`config.mk`:
```
export PLATFORM = sky130hd
export DESIGN_NAME = red_pitaya_bus_initiator_flat
export DESIGN_NICKNAME = d
export VERILOG_FILES = /design/src/rtl/red_pitaya_bus_initiator_if.sv /design/src/rtl/red_pitaya_bus_initiator.sv /design/src/flat_wrapper.sv
export SDC_FILE = /design/constraint.sdc
export NUM_CORES = 1
export LEC_CHECK = 0
export ABC_CLOCK_PERIOD_IN_PS = 3600
export CAP_MARGIN = 0
export CORE_AREA = 4 4 101 103
export CTS_CLUSTER_SIZE = 12
export DETAILED_ROUTE_END_ITERATION = 6
export DIE_AREA = 0 0 105 107
export GPL_ROUTABILITY_DRIVEN = 0
export PLACE_DENSITY = 0.78
export REMOVE_ABC_BUFFERS = 1
export SLEW_MARGIN = 5
export SYNTH_ARGS = -nofsm -noshare
export SYNTH_HDL_FRONTEND = slang
export SYNTH_SLANG_ARGS = --single-unit
export TNS_END_PERCENT = 50
```
`constraint.sdc`:
```
create_clock -name clk_i -period 3.6 [get_ports clk_i]
set_clock_uncertainty 0.15 [all_clocks]
set_input_delay 0.72 -clock clk_i [delete_from_list [all_inputs] [get_ports clk_i]]
set_output_delay 0.72 -clock clk_i [all_outputs]
set_load 0.02 [all_outputs]
```
`src/rtl/red_pitaya_bus_initiator_if.sv`:
```
// Command, register-bus and response signals of the bus initiator.
// master = initiator view, slave = surrounding logic and responder view.
interface red_pitaya_bus_initiator_if #(
   parameter int ADDRBITS = 16,
   parameter int DATABITS = 32
);
   logic                cmd_valid;
   logic                cmd_ready;
   logic                cmd_write;
   logic [ADDRBITS-1:0] cmd_addr;
   logic [DATABITS-1:0] cmd_wdata;
   logic [ADDRBITS-1:0] addr;
   logic                wen;
   logic                ren;
   logic [DATABITS-1:0] wdata;
   logic                ack;
   logic [DATABITS-1:0] rdata;
   logic                rsp_valid;
   logic                rsp_ready;
   logic [DATABITS-1:0] rsp_rdata;
   logic                rsp_err;
   logic                busy;

   modport master (
      input  cmd_valid, cmd_write, cmd_addr, cmd_wdata,
      input  ack, rdata, rsp_ready,
      output cmd_ready, addr, wen, ren, wdata,
      output rsp_valid, rsp_rdata, rsp_err, busy
   );

   modport slave (
      output cmd_valid, cmd_write, cmd_addr, cmd_wdata,
      output ack, rdata, rsp_ready,
      input  cmd_ready, addr, wen, ren, wdata,
      input  rsp_valid, rsp_rdata, rsp_err, busy
   );
endinterface

```
`src/rtl/red_pitaya_bus_initiator.sv`:
```
// Single-outstanding initiator for the sub-block register bus:
// one strobe per command, ack or timeout, then a held response.
module red_pitaya_bus_initiator #(
   parameter int ADDRBITS = 16,
   parameter int DATABITS = 32,
   parameter int TIMEOUT  = 16
) (
   input logic clk_i,
   input logic rstn_i,
   red_pitaya_bus_initiator_if.master bus_if
);

   localparam logic [7:0] TO_LOAD = 8'(TIMEOUT);

   typedef enum logic [1:0] {
      IDLE,
      STROBE,
      WAIT,
      RESP
   } state_e;

   state_e              state_q, state_d;
   logic [ADDRBITS-1:0] addr_q,  addr_d;
   logic [DATABITS-1:0] wdata_q, wdata_d;
   logic                dir_q,   dir_d;
   logic [7:0]          cnt_q,   cnt_d;
   logic [DATABITS-1:0] rdata_q, rdata_d;
   logic                err_q,   err_d;

   always_ff @(posedge clk_i or negedge rstn_i) begin
      if (!rstn_i) begin
         state_q <= IDLE;
         addr_q  <= '0;
         wdata_q <= '0;
         dir_q   <= 1'b0;
         cnt_q   <= '0;
         rdata_q <= '0;
         err_q   <= 1'b0;
      end else begin
         state_q <= state_d;
         addr_q  <= addr_d;
         wdata_q <= wdata_d;
         dir_q   <= dir_d;
         cnt_q   <= cnt_d;
         rdata_q <= rdata_d;
         err_q   <= err_d;
      end
   end

   always_comb begin
      state_d = state_q;
      addr_d  = addr_q;
      wdata_d = wdata_q;
      dir_d   = dir_q;
      cnt_d   = cnt_q;
      rdata_d = rdata_q;
      err_d   = err_q;
      unique case (state_q)
         IDLE: begin
            if (bus_if.cmd_valid) begin
               addr_d  = bus_if.cmd_addr;
               wdata_d = bus_if.cmd_wdata;
               dir_d   = bus_if.cmd_write;
               state_d = STROBE;
            end
         end
         STROBE: begin
            cnt_d   = TO_LOAD;
            state_d = WAIT;
         end
         WAIT: begin
            // ack wins over an expiring counter in the same cycle
            if (bus_if.ack) begin
               rdata_d = dir_q ? '0 : bus_if.rdata;
               err_d   = 1'b0;
               state_d = RESP;
            end else if (cnt_q == 8'd1) begin
               rdata_d = '0;
               err_d   = 1'b1;
               state_d = RESP;
            end else begin
               cnt_d = cnt_q - 8'd1;
            end
         end
         RESP: begin
            if (bus_if.rsp_ready) begin
               state_d = IDLE;
            end
         end
         default: state_d = IDLE;
      endcase
   end

   assign bus_if.cmd_ready = (state_q == IDLE);
   assign bus_if.busy      = (state_q != IDLE);
   assign bus_if.wen       = (state_q == STROBE) &&  dir_q;
   assign bus_if.ren       = (state_q == STROBE) && !dir_q;
   assign bus_if.addr      = addr_q;
   assign bus_if.wdata     = wdata_q;
   assign bus_if.rsp_valid = (state_q == RESP);
   assign bus_if.rsp_rdata = rdata_q;
   assign bus_if.rsp_err   = err_q;

endmodule
```
`src/flat_wrapper.sv`:
```
// flat-port wrapper written by rule: the top's interface ports become plain ports
module red_pitaya_bus_initiator_flat 
#(
   parameter int ADDRBITS = 16,
   parameter int DATABITS = 32,
   parameter int TIMEOUT  = 16
)
  (clk_i, rstn_i, bus_if_cmd_valid, bus_if_cmd_write, bus_if_cmd_addr, bus_if_cmd_wdata, bus_if_ack, bus_if_rdata, bus_if_rsp_ready, bus_if_cmd_ready, bus_if_addr, bus_if_wen, bus_if_ren, bus_if_wdata, bus_if_rsp_valid, bus_if_rsp_rdata, bus_if_rsp_err, bus_if_busy);
  red_pitaya_bus_initiator_if #(.ADDRBITS(ADDRBITS), .DATABITS(DATABITS)) bus_if_i ();
  input logic clk_i;
  input logic rstn_i;
  input wire logic [$bits(bus_if_i.cmd_valid)-1:0] bus_if_cmd_valid;
  input wire logic [$bits(bus_if_i.cmd_write)-1:0] bus_if_cmd_write;
  input wire logic [$bits(bus_if_i.cmd_addr)-1:0] bus_if_cmd_addr;
  input wire logic [$bits(bus_if_i.cmd_wdata)-1:0] bus_if_cmd_wdata;
  input wire logic [$bits(bus_if_i.ack)-1:0] bus_if_ack;
  input wire logic [$bits(bus_if_i.rdata)-1:0] bus_if_rdata;
  input wire logic [$bits(bus_if_i.rsp_ready)-1:0] bus_if_rsp_ready;
  output wire logic [$bits(bus_if_i.cmd_ready)-1:0] bus_if_cmd_ready;
  output wire logic [$bits(bus_if_i.addr)-1:0] bus_if_addr;
  output wire logic [$bits(bus_if_i.wen)-1:0] bus_if_wen;
  output wire logic [$bits(bus_if_i.ren)-1:0] bus_if_ren;
  output wire logic [$bits(bus_if_i.wdata)-1:0] bus_if_wdata;
  output wire logic [$bits(bus_if_i.rsp_valid)-1:0] bus_if_rsp_valid;
  output wire logic [$bits(bus_if_i.rsp_rdata)-1:0] bus_if_rsp_rdata;
  output wire logic [$bits(bus_if_i.rsp_err)-1:0] bus_if_rsp_err;
  output wire logic [$bits(bus_if_i.busy)-1:0] bus_if_busy;
  assign bus_if_i.cmd_valid = bus_if_cmd_valid;
  assign bus_if_i.cmd_write = bus_if_cmd_write;
  assign bus_if_i.cmd_addr = bus_if_cmd_addr;
  assign bus_if_i.cmd_wdata = bus_if_cmd_wdata;
  assign bus_if_i.ack = bus_if_ack;
  assign bus_if_i.rdata = bus_if_rdata;
  assign bus_if_i.rsp_ready = bus_if_rsp_ready;
  assign bus_if_cmd_ready = bus_if_i.cmd_ready;
  assign bus_if_addr = bus_if_i.addr;
  assign bus_if_wen = bus_if_i.wen;
  assign bus_if_ren = bus_if_i.ren;
  assign bus_if_wdata = bus_if_i.wdata;
  assign bus_if_rsp_valid = bus_if_i.rsp_valid;
  assign bus_if_rsp_rdata = bus_if_i.rsp_rdata;
  assign bus_if_rsp_err = bus_if_i.rsp_err;
  assign bus_if_busy = bus_if_i.busy;
  red_pitaya_bus_initiator #(.ADDRBITS(ADDRBITS), .DATABITS(DATABITS), .TIMEOUT(TIMEOUT)) u_core (.clk_i(clk_i), .rstn_i(rstn_i), .bus_if(bus_if_i));
endmodule
```
==> results by group <==
Drt
  • Met1 wire length: between 3000 and 4000 µm
  • Starting DRT DRC Count: 108
  • Post-detailed-route count of antenna-violating nets: 0
  • Wire length after detailed routing: 9490 µm
  • Number of vias after detailed routing: 2739
  • First-pass iteration count of the detailed router: 4
  • Metal2 WL: 4710 µm
  • Met3 Wirelength: roughly 610 µm
  • Vias per cell: around 5
  • Top Metal Used: met4
  • DR WL/cell: 17.5 µm
  • Drc violations: 0

Floorplanning
  • Core Box Area: around 9200 µm²
  • Core Rows: 35
  • Overall die height: approximately 110 µm
  • Initial Util: 0.401
  • Number of placed I/O pins: between 150 and 200
  • DIE WIDTH: 105 µm
  • Die outline area: between 10000 and 15000 µm²

Synthesis
  • Synthesis-stage register bit count: 92
  • Post-synth EDFFs: 0
  • Unique cell type count in the Yosys netlist: 36
  • Xor and xnor fraction of the mapped netlist area: 0.00476
  • Mean instance size in the synthesized netlist: about 15 µm²
  • Post-Synth Simple-Gate Area: 0.0554
  • Post-Synthesis Cells: approximately 250
  • Most common flop cell mapped by yosys: sky130_fd_sc_hd__dfrtp_1
  • Sequential fraction of the synthesis area: 0.625
  • Warnings, synthesis: 0
  • Ys async rst share: 1.00
  • Compound-gate portion of the synthesized area: 0.115
  • Portion of netlist area occupied by mux cells: 0.154
  • Main combinational cell family by area after synthesis: multiplexers
  • Adder-Cell Fraction of Synth Area: 0.0204
  • Cell Area, Synth: approximately 3700 µm²

Global route
  • Number of antenna violations at the first check in global routing: 0
  • GR Overflow Total: 0
  • Global-route usage over all layers: 0.169
  • Global-route wire length before repair: approximately 15000 µm
  • Maximum number of pins on one net before global-route repair: 51
  • Number of global-route vias before repair: 2971

Placed design
  • Placed standard-cell area: around 5500 µm²
  • Number of buffer cells added on primary ports: about 170
  • HPWL after DPL: 7140 µm

Timing
  • Setup violators final: 0
  • Hold Slack: 0.199 ns
  • Slew Limit Fails: 0
  • Post-layout minimum cycle time: between 2 and 3 ns
  • Total Neg Setup Slack: 0 ns
  • Final Hold Vio Count: 0
  • Slew HR: 0.589
  • RSZ-0062 raised after global routing: false
  • Slew at the pin with the worst max-slew slack: ~0.6 ns
  • Tcrit/Tclk final: 0.782
  • Maximum clock rate: around 360 MHz

Worst setup path
  • Number of cells on the worst reg-to-reg path: 6
  • Critical path arrival: ~2.0 ns
  • Type of the setup path with the least slack: flop to output port
  • Number of buffer and inverter instances along the worst setup path: 2
  • Type of destination of the critical path: output port
  • Family with the most delay on the worst path: buffers and inverters
  • Highest net fanout along the worst path: 7
  • Critical Path Start Type: flop
  • Number of stages on the worst setup path: 4
  • Highest-delay cell along the critical path: sky130_fd_sc_hd__clkdlybuf4s50_1
  • Critical path cell sequence: inv_1 > ha_1 > nor2b_1 > clkdlybuf4s50_1
  • Largest stage delay, worst path: between 0.6 and 0.7 ns
  • Required time of the critical path: around 2.7 ns

CTS
  • Buffers inserted during post-CTS setup optimization: 0
  • Sinks on the clock net: 92
  • Clock transition at path regs: 0.10 ns
  • Clock latency at the later pin of the worst-skew pair: about 0.34 ns
  • Maximum number of buffers from clock root to sink: 2
  • Num CTS Buffers: 9
  • CTS tree: built
  • H-tree levels: 3
  • Number of instances resized during post-cts repair: 0
  • Cts hold-fix bufs: 0
  • Clock root buffer: sky130_fd_sc_hd__clkbuf_8

Final layout
  • Antenna diode instance count: 0
  • Area added between synthesis and finish: 55.1%
  • Layout cells sized above 1: 0.186
  • Commonest cells after routing, fill and taps aside: sky130_fd_sc_hd__clkdlybuf4s50_1, sky130_fd_sc_hd__dfrtp_1, sky130_fd_sc_hd__mux2_2, sky130_fd_sc_hd__a22o_1, sky130_fd_sc_hd__clkbuf_8
  • Layout Nets: slightly above 500
  • Most common library cell in the layout ignoring fill and taps: sky130_fd_sc_hd__clkdlybuf4s50_1
  • Cell area after layout: approximately 5700 µm²

Flow run
  • Max cap viols: 0

Worst hold path
  • Hold Path Class: input pin to async pin

Power and ir drop
  • Power density over the cells: approximately 880 nW/µm²
  • Leakage dissipation: ~0.0025 µW
  • Post-layout power: ~5000 µW
  • Max IR drop VDD: ~0.5 mV

Status
  • Status: finished, final reports clean
path summary, 6_finish.rpt:
path | startpoint | to | slack (ns)
worst max-delay path | u_core.state_q[1] | bus_if_ren | 0.78
worst min-delay path | rstn_i | u_core.bus_if.rsp_rdata[31] | 0.20
worst max register to register | u_core.state_q[0] | u_core.bus_if.rsp_rdata[24] | 1.31
worst min register to register | u_core.bus_if.rsp_rdata[26] | u_core.bus_if.rsp_rdata[26] | 0.36
max in group asynchronous | rstn_i | u_core.bus_if.addr[4] | 2.43
min in group clk_i | u_core.bus_if.rsp_rdata[26] | u_core.bus_if.rsp_rdata[26] | 0.36
metal layers:
metal / vias up / GRT usage
met4: 0 / 0.0628
met5: - / 0
met2: 118 / 0.287
met1: 1340 / 0.208
li1: 1266 / -
met3: 15 / 0.0433
registers in the layout, summed over array words and instances, names as in the netlist:
signal and cells:
u_core.state_q 2, u_core.dir_q 1, u_core.cnt_q 8, u_core.bus_if.rsp_rdata 32
u_core.bus_if.wdata 32, u_core.bus_if.addr 16, u_core.bus_if.rsp_err 1
per-stage QoR:
step | util | instances | setup slack (ns)
after floorplan | - | 240 | 1.03
after global placement | 0.599 | 526 | 0.936
after detailed placement | 0.599 | 526 | 0.860
after CTS | 0.621 | 541 | 0.742
after global routing | 0.621 | 541 | 0.629
final | 0.621 | 541 | 0.784
synthesized netlist by cell type, types with 3 or more instances:
cell | number | area [µm²]
sky130_fd_sc_hd__a22o_1 | 32 | 280
sky130_fd_sc_hd__dfrtp_1 | 92 | 2300
sky130_fd_sc_hd__inv_1 | 6 | 22.5
sky130_fd_sc_hd__o31ai_1 | 3 | 22.5
sky130_fd_sc_hd__mux2_2 | 49 | 552
sky130_fd_sc_hd__ha_1 | 6 | 75.1
sky130_fd_sc_hd__nor2b_1 | 4 | 25.0
sky130_fd_sc_hd__nand2_1 | 6 | 22.5
sky130_fd_sc_hd__o21ai_0 | 5 | 25.0
sky130_fd_sc_hd__nand3_1 | 3 | 15.0
sky130_fd_sc_hd__nor2_1 | 4 | 15.0
sky130_fd_sc_hd__buf_2 | 12 | 60.1
sky130_fd_sc_hd__a21oi_1 | 3 | 15.0
kinds of logic (layout without fill, tap and decap cells):
| family | Yosys count | in the layout |
|---|---|---|
| flops | 92 | 92 |
| xor+xnor | 2 | 2 |
| compound gates | 52 | 52 |
| simple gates | 31 | 31 |
| fa+ha+maj | 6 | 6 |
| buf+inv | 20 | 197 |
| mux | 50 | 50 |
worst register-to-register path, stage by stage (launching register included):
cell and delay (ns):
sky130_fd_sc_hd__dfrtp_1 0.41, sky130_fd_sc_hd__inv_1 0.08, sky130_fd_sc_hd__ha_1 0.34, sky130_fd_sc_hd__nor4b_2 0.23, sky130_fd_sc_hd__a21oi_2 0.50, sky130_fd_sc_hd__buf_4 0.35, sky130_fd_sc_hd__a22o_1 0.17
final cells by class:
type                            instances  area (µm²)
Inverter                                7        26.3
Timing Repair Buffer                  175        1750
Clock buffer                           10         138
Clock inverter                          5        62.6
Tap cell                              111         139
Multi-Input combinational cell        141        1290
Fill cell                             720        3480
Sequential cell                        92        2300
power by group:
| group | internal (µW) | switching, µW | leakage (µW) |
|---|---|---|---|
| clock | 339 | 358 | 0.0000946 |
| combinational | 1360 | 1200 | 0.00122 |
| sequential | 1490 | 281 | 0.00114 |
| total | 3190 | 1840 | 0.00245 |
No activity file was read; power rests on OpenSTA's default activity.
